[src/rtl/param_updown_counter_if.sv]
// Control and status bundle for one param_updown_counter stage.
// master drives the controls and observes the count; slave is the counter itself.
interface param_updown_counter_if #(
   parameter int unsigned WIDTH = 4
);
   logic             en;
   logic             cin;
   logic             up_dn;
   logic             load;
   logic [WIDTH-1:0] load_val;
   logic             clear;
   logic [WIDTH-1:0] q;
   logic             tc;
   logic             cout;
   logic             wrap;

   modport master (
      output en, cin, up_dn, load, load_val, clear,
      input  q, tc, cout, wrap
   );

   modport slave (
      input  en, cin, up_dn, load, load_val, clear,
      output q, tc, cout, wrap
   );
endinterface

[src/rtl/param_updown_counter.sv]
// Modulo-MODULUS up/down counter with load, clear, saturate/wrap mode and
// combinational carry so stages chain into one synchronous counter.
module param_updown_counter #(
   parameter int unsigned     WIDTH    = 4,
   parameter longint unsigned MODULUS  = 16,
   parameter int unsigned     SATURATE = 0
) (
   input logic                   clk,
   input logic                   reset,
   param_updown_counter_if.slave bus
);

   localparam logic [WIDTH-1:0] MAXV = WIDTH'(MODULUS - 1);

   logic [WIDTH-1:0] q_r;
   logic [WIDTH-1:0] q_nxt;
   logic             wrap_r;
   logic             wrap_nxt;
   logic             at_limit;
   logic             step;

   // The limit depends on direction, so tc flips as soon as up_dn changes.
   always_comb begin
      at_limit = bus.up_dn ? (q_r == MAXV) : (q_r == '0);
      step     = bus.en & bus.cin;
   end

   always_comb begin
      q_nxt    = q_r;
      wrap_nxt = 1'b0;
      if (bus.clear) begin
         q_nxt = '0;
      end else if (bus.load) begin
         q_nxt = (bus.load_val > MAXV) ? MAXV : bus.load_val;
      end else if (step) begin
         if (at_limit) begin
            wrap_nxt = 1'b1;
            if (SATURATE == 0) begin
               q_nxt = bus.up_dn ? '0 : MAXV;
            end
         end else begin
            q_nxt = bus.up_dn ? (q_r + WIDTH'(1)) : (q_r - WIDTH'(1));
         end
      end
   end

   always_ff @(posedge clk or negedge reset) begin
      if (!reset) begin
         q_r    <= '0;
         wrap_r <= 1'b0;
      end else begin
         q_r    <= q_nxt;
         wrap_r <= wrap_nxt;
      end
   end

   assign bus.q    = q_r;
   assign bus.wrap = wrap_r;
   assign bus.tc   = at_limit;
   assign bus.cout = at_limit & step;

endmodule

[src/flat_wrapper.sv]
// flat-port wrapper written by rule: the top's interface ports become plain ports
module param_updown_counter_flat 
#(
   parameter int unsigned     WIDTH    = 4,
   parameter longint unsigned MODULUS  = 16,
   parameter int unsigned     SATURATE = 0
)
  (clk, reset, bus_en, bus_cin, bus_up_dn, bus_load, bus_load_val, bus_clear, bus_q, bus_tc, bus_cout, bus_wrap);
  param_updown_counter_if #(.WIDTH(WIDTH)) bus_i ();
  input logic clk;
  input logic reset;
  input wire logic [$bits(bus_i.en)-1:0] bus_en;
  input wire logic [$bits(bus_i.cin)-1:0] bus_cin;
  input wire logic [$bits(bus_i.up_dn)-1:0] bus_up_dn;
  input wire logic [$bits(bus_i.load)-1:0] bus_load;
  input wire logic [$bits(bus_i.load_val)-1:0] bus_load_val;
  input wire logic [$bits(bus_i.clear)-1:0] bus_clear;
  output wire logic [$bits(bus_i.q)-1:0] bus_q;
  output wire logic [$bits(bus_i.tc)-1:0] bus_tc;
  output wire logic [$bits(bus_i.cout)-1:0] bus_cout;
  output wire logic [$bits(bus_i.wrap)-1:0] bus_wrap;
  assign bus_i.en = bus_en;
  assign bus_i.cin = bus_cin;
  assign bus_i.up_dn = bus_up_dn;
  assign bus_i.load = bus_load;
  assign bus_i.load_val = bus_load_val;
  assign bus_i.clear = bus_clear;
  assign bus_q = bus_i.q;
  assign bus_tc = bus_i.tc;
  assign bus_cout = bus_i.cout;
  assign bus_wrap = bus_i.wrap;
  param_updown_counter #(.WIDTH(WIDTH), .MODULUS(MODULUS), .SATURATE(SATURATE)) u_core (.clk(clk), .reset(reset), .bus(bus_i));
endmodule
[config.mk]
export PLATFORM = sky130hd
export DESIGN_NAME = param_updown_counter_flat
export DESIGN_NICKNAME = d
export VERILOG_FILES = /design/src/rtl/param_updown_counter_if.sv /design/src/rtl/param_updown_counter.sv /design/src/flat_wrapper.sv
export SDC_FILE = /design/constraint.sdc
export NUM_CORES = 1
export LEC_CHECK = 0
export ABC_AREA = 1
export CORE_AREA = 2 2 39 41
export DETAILED_ROUTE_END_ITERATION = 8
export DIE_AREA = 0 0 41 43
export SLEW_MARGIN = 40
export SYNTH_ARGS = -nofsm -noshare
export SYNTH_HDL_FRONTEND = slang
export SYNTH_SLANG_ARGS = --single-unit
[constraint.sdc]
create_clock -name clk -period 2.6 [get_ports clk]
set_input_delay 0.52 -clock clk [delete_from_list [all_inputs] [get_ports clk]]
set_output_delay 0.52 -clock clk [all_outputs]
set_load 0.03 [all_outputs]
==> flow_summary.toml <==
[die]
rows = 14
initial_utilization = 0.303
die_height_um = 43
dieWidth_um = 41
die_area_um2 = 1760
io_pins = 18
core_area_um2 = 1380

[global_route]
busiest_layer = "met2"
grt_use_met3 = 0.0628
grt_pass1_wl_mm = 1.73
global_route.usage.met1 = 0.191
grt-ovfl-total = 0
grt_pass1_vias = 438
grt_antenna_before_repair = 0
grtUsageTotal = 0.146
grt_start_max_net_pins = 9
use_met2 = 0.213

[sta]
fin_crit_ns = 2.34
hold_viol = 0
tns_ns = 0
slew_viol_final = 0
max-slew-margin-rel = 0.793
fin_crit_sh = 0.898
grt_setup_unrepaired = "false"
fmax_ghz = 0.428
skew_ns = 0.00650
tightest_slew_ns = 0.310
finalSetupViolCount = 0

[place]
numPortBuffers = 17
place.gp.congestion = 0.752
dp_hpwl_um = 809

[critical_path]
endpoint_kind = "output port"
critPathKind = "input port to output port"
worstPathArrival_ns = 1.82
crit_path_start = "bus_up_dn"
critPathMaxStageDelay_ns = 0.51
cp.required_ns = 2.08
reg2regPathDepth = 6
cp_common_cell = "nor2_1"
r2r-end = "u_core.bus.q[2]"
critical_path.endpoint = "bus_cout"
path_cells = "clkdlybuf4s50_1 > nor2_1 > nand4_2 > nand2_2 > inv_2 > nor2_1 > buf_4"
reg2reg_slack_ns = 1.05
path_max_fanout = 5
slowest_stage = "clkdlybuf4s50_1"
r2r-start = "u_core.bus.q[0]"
start_kind = "input port"

[final_layout]
num_antenna_cells = 0
areaGrowthSynthToFinish_pct = 50.4
drive_gt1_frac = 0.169
final_util = 0.456
fin_nets = 92

[clock_network]
ctsHoldBuffers = 0
cts_buffers = 3
cts_tree = "yes"
cts_setup_buffers = 0
clkSinkCount = 5
cts_resized = 0
htree_num_levels = 1
root_buffer = "clkbuf_4"
clk_path_buf_depth = 2
clk_pin_slew_ns = 0.05
clock_latency_ns = 0.24

[power]
comb_power_share = 0.419
p_switching_w = 0.000116
ir_worst_vdd_mv = 0.453
pwr-share-seq = 0.306
power.share.switching = 0.363
clkPwrFrac = 0.274
power.density_nw_per_um2 = 508
power.leakage_nw = 0.306
p_int_w = 0.000204

[route]
totalWireLength_um = 952
ant_nets = 0
initialDrtViolationCount = 10
vias = 437
vias_per_cell = 4.70
firstDrtPassIters = 2
wl_per_cell_um = 10.2
drc_errors = 0

[logic_synthesis]
yosys.area_share.adder = 0.107
synthMuxAreaShare = 0
synth_top_area_cell = "dfrtp_1"
seq_area_frac_synth = 0.299
synth_top_area_share = 0.299
synth_top_family_by_area = "simple AND/OR/NAND/NOR gates"
synth_fp_nets = 70
synth-simple-area-share = 0.367
ys_types = 19
yosys_warnings = 0
synth_cells = 56
syn_avg_cell_area_um2 = 7.48
syn-cell-area_um2 = 419
synth-seq-cells = 5
synth_compound_gate_area_share = 0.104
synth_top_cells_by_area = "dfrtp_1 30%, nand2_1 12%, inv_1 6.3%, ha_1 6.0%, nand4_2 6.0%"
synth_xor_area_frac = 0.0418

[run]
cap_violations = 0

[hold_path]
hold_class = "input port to async pin"

[outcome]
outcome = "complete, no violations"
-- worst max-delay path: cells and delay by family --
| family | cells | cell delay [ns] |
|---|---|---|
| simple gates | 4 | 0.58 |
| buf+inv | 3 | 0.72 |
-- cells in the final DEF (no fill, tap or decap) --
cell / n
a21oi_1: 2
buf_4: 2
clkbuf_1: 1
clkbuf_4: 3
clkdlybuf4s50_1: 15
dfrtp_1: 5
fa_1: 1
ha_1: 2
inv_1: 7
inv_2: 2
nand2_1: 13
nand2_2: 2
nand3_1: 2
nand3_2: 1
nand4_1: 1
nand4_2: 2
nor2_1: 6
nor4_2: 1
o21ai_0: 3
o22ai_1: 3
or2_1: 1
xnor2_1: 1
xor2_1: 1
-- how the worst min path moves through the flow --
| stage | from | endpoint | slack [ns] | cells after the start |
|---|---|---|---|---|
| 3_5_place_dp | u_core.bus.q[3] | u_core.bus.q[3] | 0.65 | 2 |
| 2_1_floorplan | reset | u_core.bus.q[0] | 0.22 | 0 |
| 5_1_grt | reset | u_core.bus.q[0] | 0.50 | 1 |
| 6_report | reset | u_core.bus.q[3] | 0.50 | 1 |
| 4_1_cts | reset | u_core.bus.q[3] | 0.50 | 1 |
| 3_3_place_gp | u_core.bus.q[2] | u_core.bus.q[2] | 0.65 | 2 |
-- metal layers --
layer | wire (µm) | share of wire | vias to the layer above
met2 | 460 | 0.48 | 18
met3 | 64 | 0.067 | 0
met5 | 0 | 0 | -
met4 | 0 | 0 | 0
li1 | - | - | 225
met1 | 428 | 0.45 | 194
-- power by group through the flow --
| stage | Sequential, W | Combinational (W) | Clock, W |
|---|---|---|---|
| floorplan | 0.000112 | 0.0000694 | 0 |
| global placement | 0.0000995 | 0.000135 | 0 |
| detailed placement | 0.0000993 | 0.000136 | 0 |
| CTS | 0.0000983 | 0.000136 | 0.0000910 |
| global route | 0.0000996 | 0.000150 | 0.0000990 |
| finish | 0.0000981 | 0.000134 | 0.0000877 |
-- final cells by class --
class | count | area [µm²]
Fill cell | 143 | 753
Timing Repair Buffer | 17 | 165
Multi-Input combinational cell | 42 | 260
Clock buffer | 4 | 26.3
Inverter | 9 | 33.8
Tap cell | 16 | 20.0
Sequential cell | 5 | 125
-- Yosys cell counts --
cell	number
nand2_1	13
inv_1	7
nor2_1	6
dfrtp_1	5
o21ai_0	3
o22ai_1	3
a21oi_1	2
ha_1	2
inv_2	2
nand2_2	2
nand3_1	2
nand4_2	2
fa_1	1
nand3_2	1
nand4_1	1
nor4_2	1
or2_1	1
xnor2_1	1
xor2_1	1
-- metrics by stage --
stage	hold slack (ns)	power [W]	area [µm²]	setup WS, ns	cells
4_1_cts	0.499	0.000325	631	0.252	93
2_1_floorplan	0.224	0.000182	419	0.586	56
3_5_place_dp	0.653	0.000235	604	0.268	89
5_1_grt	0.500	0.000349	631	0.121	93
6_report	0.495	0.000320	631	0.264	93
3_3_place_gp	0.652	0.000234	604	0.272	89
-- registers in the layout, summed over array words and instances, names as in the netlist --
register	cells
u_core.bus.q	4
u_core.bus.wrap	1
-- kinds of logic (layout without fill, tap and decap cells) --
group / Yosys count / after routing
AOI/OAI and AO/OA: 8 / 8
xor gates and xnor gates: 2 / 2
adders and majority gates: 3 / 3
buffers and inverters: 9 / 30
DFF: 5 / 5
and+or+nand+nor: 29 / 29
Power figures use the tool's default switching activity.
==> variant 1: new RTL, same flow settings <==
`WIDTH` is set to 4 in 3 places; all go to 6.
--- a/src/rtl/param_updown_counter_if.sv
+++ b/src/rtl/param_updown_counter_if.sv
@@ -1,7 +1,7 @@
 // Control and status bundle for one param_updown_counter stage.
 // master drives the controls and observes the count; slave is the counter itself.
 interface param_updown_counter_if #(
-   parameter int unsigned WIDTH = 4
+   parameter int unsigned WIDTH = 6
 );
    logic             en;
    logic             cin;
--- a/src/rtl/param_updown_counter.sv
+++ b/src/rtl/param_updown_counter.sv
@@ -1,7 +1,7 @@
 // Modulo-MODULUS up/down counter with load, clear, saturate/wrap mode and
 // combinational carry so stages chain into one synchronous counter.
 module param_updown_counter #(
-   parameter int unsigned     WIDTH    = 4,
+   parameter int unsigned     WIDTH    = 6,
    parameter longint unsigned MODULUS  = 16,
    parameter int unsigned     SATURATE = 0
 ) (
--- a/src/flat_wrapper.sv
+++ b/src/flat_wrapper.sv
@@ -1,7 +1,7 @@
 // flat-port wrapper written by rule: the top's interface ports become plain ports
 module param_updown_counter_flat 
 #(
-   parameter int unsigned     WIDTH    = 4,
+   parameter int unsigned     WIDTH    = 6,
    parameter longint unsigned MODULUS  = 16,
    parameter int unsigned     SATURATE = 0
 )
Interface: changed (resized bus_load_val and bus_q); port bits go from 18 to 22. The function was not compared with the original's and may differ.
==> variant 1 against the unedited design <==
  * Combinational power rose by 84%
  * Global-route usage rose by 6.6 points
  * Design area rose by 46%
  * Sequential power rose by 44%
  * Setup slack improved by 0.019 ns
  * Routed wire length rose by 69%
  * Register-to-register slack got worse by 0.29 ns
  * Synthesized cell count rose by 89%
  * Power rose by 52%
  * Cell count rose by 58%
  * Non-clock buffer count rose by 4
  * Sequential cell count rose by 2
  * Area after synthesis rose by 59%
  * Die area did not move
==> variant 1: results (changes against the unedited design) <==
----------------------------------------------------
[Timing]
  Minimum period implied by the final worst setup slack ... 2.317 ns (-0.01929 ns)
  Clock skew ... 0.0005944 ns (-0.005906 ns)
  Actual slew at the worst max-slew pin ... 0.3208 ns (+0.01057 ns)

[Synth]
  Mean Syn Cell Area ... 6.291 um2 (-16%)
  Number of nets in the synthesized netlist ... 124 (+77%)
  Synth cell types ... 20 (+1)
  Cell types with the largest area share after synthesis ... dfrtp_1, nand2_1, inv_1
  Most used DFF post-synth ... dfrtp_1
  Ranking of synthesized cells by instance count ... nand2_1, inv_1, nor2_1, nand3_1, dfrtp_1
  Synth Warn # ... 0 (unchanged)
  Sequential-to-total area share from yosys stat ... 0.2627 (-0.03584)

[Place]
  Final GP Congestion ... 0.8210 (+9.2%)
  Number of port buffers ... 21 (+4)
  Worst setup slack after placement ... 0.1578 ns (-0.1106 ns)
  Placed Cells incl. Taps ... 143 (+61%)
  Final HPWL DP ... 1.347 mm (+66%)

[Clocking]
  Clock root buffer master ... clkbuf_4
  Resized Gates After CTS ... 0 (unchanged)
  Inserted Clock Buffers ... 3 (unchanged)
  Post-CTS setup buffers ... 0 (unchanged)
  Max Buffers Root-to-Sink ... 2 (unchanged)
  Clock-pin slew of the registers on the worst-case setup and hold paths ... 0.05 ns (about the same)

[Worst setup path]
  Startpoint of the most critical register-to-register path ... u_core.bus.q[0]$_DFFE_PN0P_
  Length in cells of the worst reg-to-reg path ... 7 (+1)
  Worst-path maximum fanout ... 7 (+2)
  Data arrival time of the critical path ... 1.80 ns (-0.02 ns)
  Capture point of the worst reg-to-reg path ... u_core.bus.q[4]$_DFFE_PN0P_
  Register-to-register setup slack ... 0.76 ns (-0.29 ns)

[Cells and area]
  Largest register FFs ... 6 (+2)
  Fraction of layout cells with a size suffix above 1 ... 0.06870 (-0.1001)
  Count of non-filler cells in the finished layout ... 147 (+58%)
  Number of inserted diodes ... 0 (unchanged)

[Status]
  Result of the run ... completed

[GRT]
  Initial antenna violation count ... 0 (unchanged)
  First-pass GRT wire length ... 2.553 mm (+48%)
  Via count of the first global-routing pass ... 599 (+37%)
  Global routing usage summed across all routing layers ... 0.2120 (+0.06643)
  Maximum number of pins on one net before global-route repair ... 9 (unchanged)

[Drt]
  Total iterations of the first detailed-routing run ... 4 (+2)
  Number of violations reported at the end of detailed-routing iteration 0 ... 25 (+15)
  Via density per instance ... 5.197 (+11%)
  Wirelength per Cell ... 10.94 um (+6.9%)

[Pwr]
  Highest ir drop seen on vdd ... 0.2869 mV (-37%)
  Leakage power figure ... 0.4812 nW (+57%)

----------------------------------------------------
variant 1: cell types whose count changed after synthesis, moves of 3 or more:
cell     delta
nand2_1    +23
inv_1       +8
nor2_1      +7
nand3_1     +6
nor3_1      +4
o21ai_0     -3
o22ai_1     -3
variant 1: cell families after synthesis:
logic type / count (synthesis) / share of synthesized area
buffers and inverters: 16 / 0.09004
AO/OA/AOI/OAI: 8 / 0.07130
adder cells (fa/ha/maj): 5 / 0.1051
AND/OR/NAND/NOR: 68 / 0.4447
flip-flops: 7 / 0.2627
XOR/XNOR: 2 / 0.02627
variant 1: cell type report:
type                            count  area, um2
Timing Repair Buffer               21      205.2
Multi-Input combinational cell     83      431.7
Fill cell                         134      465.4
Tap cell                           16      20.02
Inverter                           16      60.06
Sequential cell                     7      175.2
Clock buffer                        4      26.28
variant 1: power breakdown:
| group | leakage [nW] | total [W] | switching [W] | internal (W) |
|---|---|---|---|---|
| clock | 0.0150 | 0.0000999 | 0.0000413 | 0.0000586 |
| sequential | 0.0909 | 0.000141 | 0.0000204 | 0.000121 |
| combinational | 0.375 | 0.000246 | 0.000143 | 0.000102 |
| total | 0.481 | 0.000487 | 0.000205 | 0.000282 |
variant 1: worst max-delay path, stage by stage:
cell and delay [ns]:
clkdlybuf4s50_1 0.62, nand2_1 0.10, o21ai_2 0.13, nand3_2 0.14
nor2_1 0.12, buf_4 0.16
variant 1: per-layer routing:
layer | vias up | track usage | wire length (um)
met3 | 2 | 0.01571 | 64
met4 | 0 | 0.08000 | 9
li1 | 393 | - | -
met5 | - | 0 | 0
met2 | 23 | 0.3250 | 815
met1 | 346 | 0.3007 | 719
variant 1: how the worst min path moves through the flow:
| stage | cells after the start | end | slack, ns |
|---|---|---|---|
| floorplan | 0 | u_core.bus.q[0]$_DFFE_PN0P_ | 0.22 |
| global placement | 2 | u_core.bus.q[5]$_DFFE_PN0P_ | 0.54 |
| detailed placement | 2 | u_core.bus.q[5]$_DFFE_PN0P_ | 0.55 |
| CTS | 1 | u_core.bus.wrap$_DFF_PN0_ | 0.53 |
| global route | 1 | u_core.bus.q[2]$_DFFE_PN0P_ | 0.55 |
| finish | 1 | u_core.bus.q[2]$_DFFE_PN0P_ | 0.53 |
variant 1: through the flow:
step	cell area, um2	hold WS [ns]	util	total power (W)
after floorplan	666.9	0.2244	-	0.0003008
after global placement	892.1	0.5351	0.6447	0.0003851
after detailed placement	892.1	0.5515	0.6447	0.0003868
after CTS	918.4	0.5344	0.6637	0.0004876
after global routing	918.4	0.5478	0.6637	0.0005261
final	918.4	0.5293	0.6637	0.0004866
==> variant 2: new RTL, same settings <==
Made on the original files. Make the reset (`reset`) synchronous in one clocked block.
--- a/src/rtl/param_updown_counter.sv
+++ b/src/rtl/param_updown_counter.sv
@@ -44,7 +44,7 @@
       end
    end
 
-   always_ff @(posedge clk or negedge reset) begin
+   always_ff @(posedge clk) begin
       if (!reset) begin
          q_r    <= '0;
          wrap_r <= 1'b0;
Check against the original RTL: differs if reset is asserted again (counterexample within 4 cycles, from zero or initial values and one cycle with reset low); with reset held inactive, the same outputs for 10 cycles.
==> variant 2 against the unedited design <==
  * Routed wire length fell by 6.9%
  * Sequential power shrank 12%
  * Area after synthesis shrank 0.90%
  * Clock skew down 0.0020 ns
  * Utilization decreased by 0.27 points
  * Die area is the same
  * Combinational power decreased by 38%
  * Power fell by 20%
  * Sequential cell count is the same
  * First-iteration DRC count fell by 40%
  * Design area shrank 0.60%
  * Fmax grew 4.0%
  * Setup slack better by 0.090 ns
==> variant 2: results (changes against the unedited design) <==
----------------------------------------------------
[GRT]
  GR Layer Usage met1 ... 0.1484 (-0.04240)
  Met3 layer usage reported by global route ... 0.01571 (-0.04712)
  Via count of the first global-routing pass ... 391 (-11%)
  Maximum number of pins on one net before global-route repair ... 8 (-1)
  First-pass GRT wire length ... 1.455 mm (-16%)
  Met2 GRT Util ... 0.1938 (-0.01875)

[Pwr]
  Highest ir drop seen on vdd ... 0.1738 mV (-62%)
  Proportion of total power due to net switching ... 0.3123 (-0.05081)
  Part of the power in registers ... 0.335 (+0.029)

[Min path]
  Class of the tightest hold or removal check ... flip-flop to flip-flop

[Synth]
  Ranking of synthesized cells by instance count ... nand2_1, inv_1, dfxtp_1, nor2_1
  Fraction of registers with async set or reset after synthesis ... 0 (-1.000)
  Cell types with the largest area share after synthesis ... dfxtp_1, nand2_1, inv_1

[Drt]
  Number of vias in the routed layout ... 443 (+1.4%)
  Wirelength per Cell ... 8.949 um (-13%)
  Wire length on met3 ... 31 um (-52%)
  Uppermost routed layer ... met4
  Metal1 wirelength ... 404 um (-5.6%)

[Place]
  Final HPWL DP ... 758.7 um (-6.2%)
  Final GP Congestion ... 0.6716 (-11%)

[Status]
  Result of the run ... completed

[Timing]
  Relative slew slack ... 0.7966 (+0.004093)
  Clock skew ... 0.004480 ns (-0.002020 ns)

[Worst setup path]
  Worst-path maximum fanout ... 4 (-1)
  Data arrival time of the critical path ... 1.73 ns (-0.09 ns)

[Cells and area]
  Net count of the finished layout ... 98 (+6.5%)

----------------------------------------------------
[variant 2: changes by cell type after synthesis, sizes merged, moves of 2 or more]
cell / delta
nand2: +3
inv: +4
o221ai: +2
nand3: +2
dfxtp: +5
dfrtp: -5
a21oi: +2
o22ai: -3
nand4: -3
[variant 2: cell type report]
cell class / instances / area (um2)
multi-input combinational: 44 / 266.5
sequential: 5 / 100.1
clock buffer: 4 / 26.28
timing repair buffer: 17 / 165.2
inverter: 13 / 48.80
tap: 16 / 20.02
fill: 151 / 757.0
[variant 2: stage by stage]
| step | hold WS [ns] | std cells |
|---|---|---|
| 2_1_floorplan | 0.5882 | 62 |
| 3_3_place_gp | 0.5453 | 95 |
| 3_5_place_dp | 0.5405 | 95 |
| 4_1_cts | 0.5462 | 99 |
| 5_1_grt | 0.5990 | 99 |
| 6_report | 0.5325 | 99 |
[variant 2: path summary, 6_finish.rpt]
kind                                                   start                      endpoint  slack [ns]  cells after the start
worst max register to register  u_core.bus.q[2]$_SDFFE_PP0P_  u_core.bus.q[3]$_SDFFE_PP0P_        1.22                      6
worst min register to register  u_core.bus.q[2]$_SDFFE_PP0P_  u_core.bus.q[2]$_SDFFE_PP0P_        0.53                      2
worst min-delay path            u_core.bus.q[2]$_SDFFE_PP0P_  u_core.bus.q[2]$_SDFFE_PP0P_        0.53                      2
worst max-delay path                               bus_up_dn                      bus_cout        0.35                      7
[variant 2: worst reg2reg max path, stage by stage, from the launching register on]
cell	delay, ns
dfxtp_1	0.41
ha_1	0.28
or2_2	0.30
nand2_1	0.08
nand3_1	0.06
nand3_1	0.07
a21oi_1	0.06
[variant 2: cell families after synthesis]
kind of cell / synth area share
simple gates: 0.3946
buf+inv: 0.1175
compound gates: 0.1386
flops: 0.2410
fa+ha+maj: 0.1084
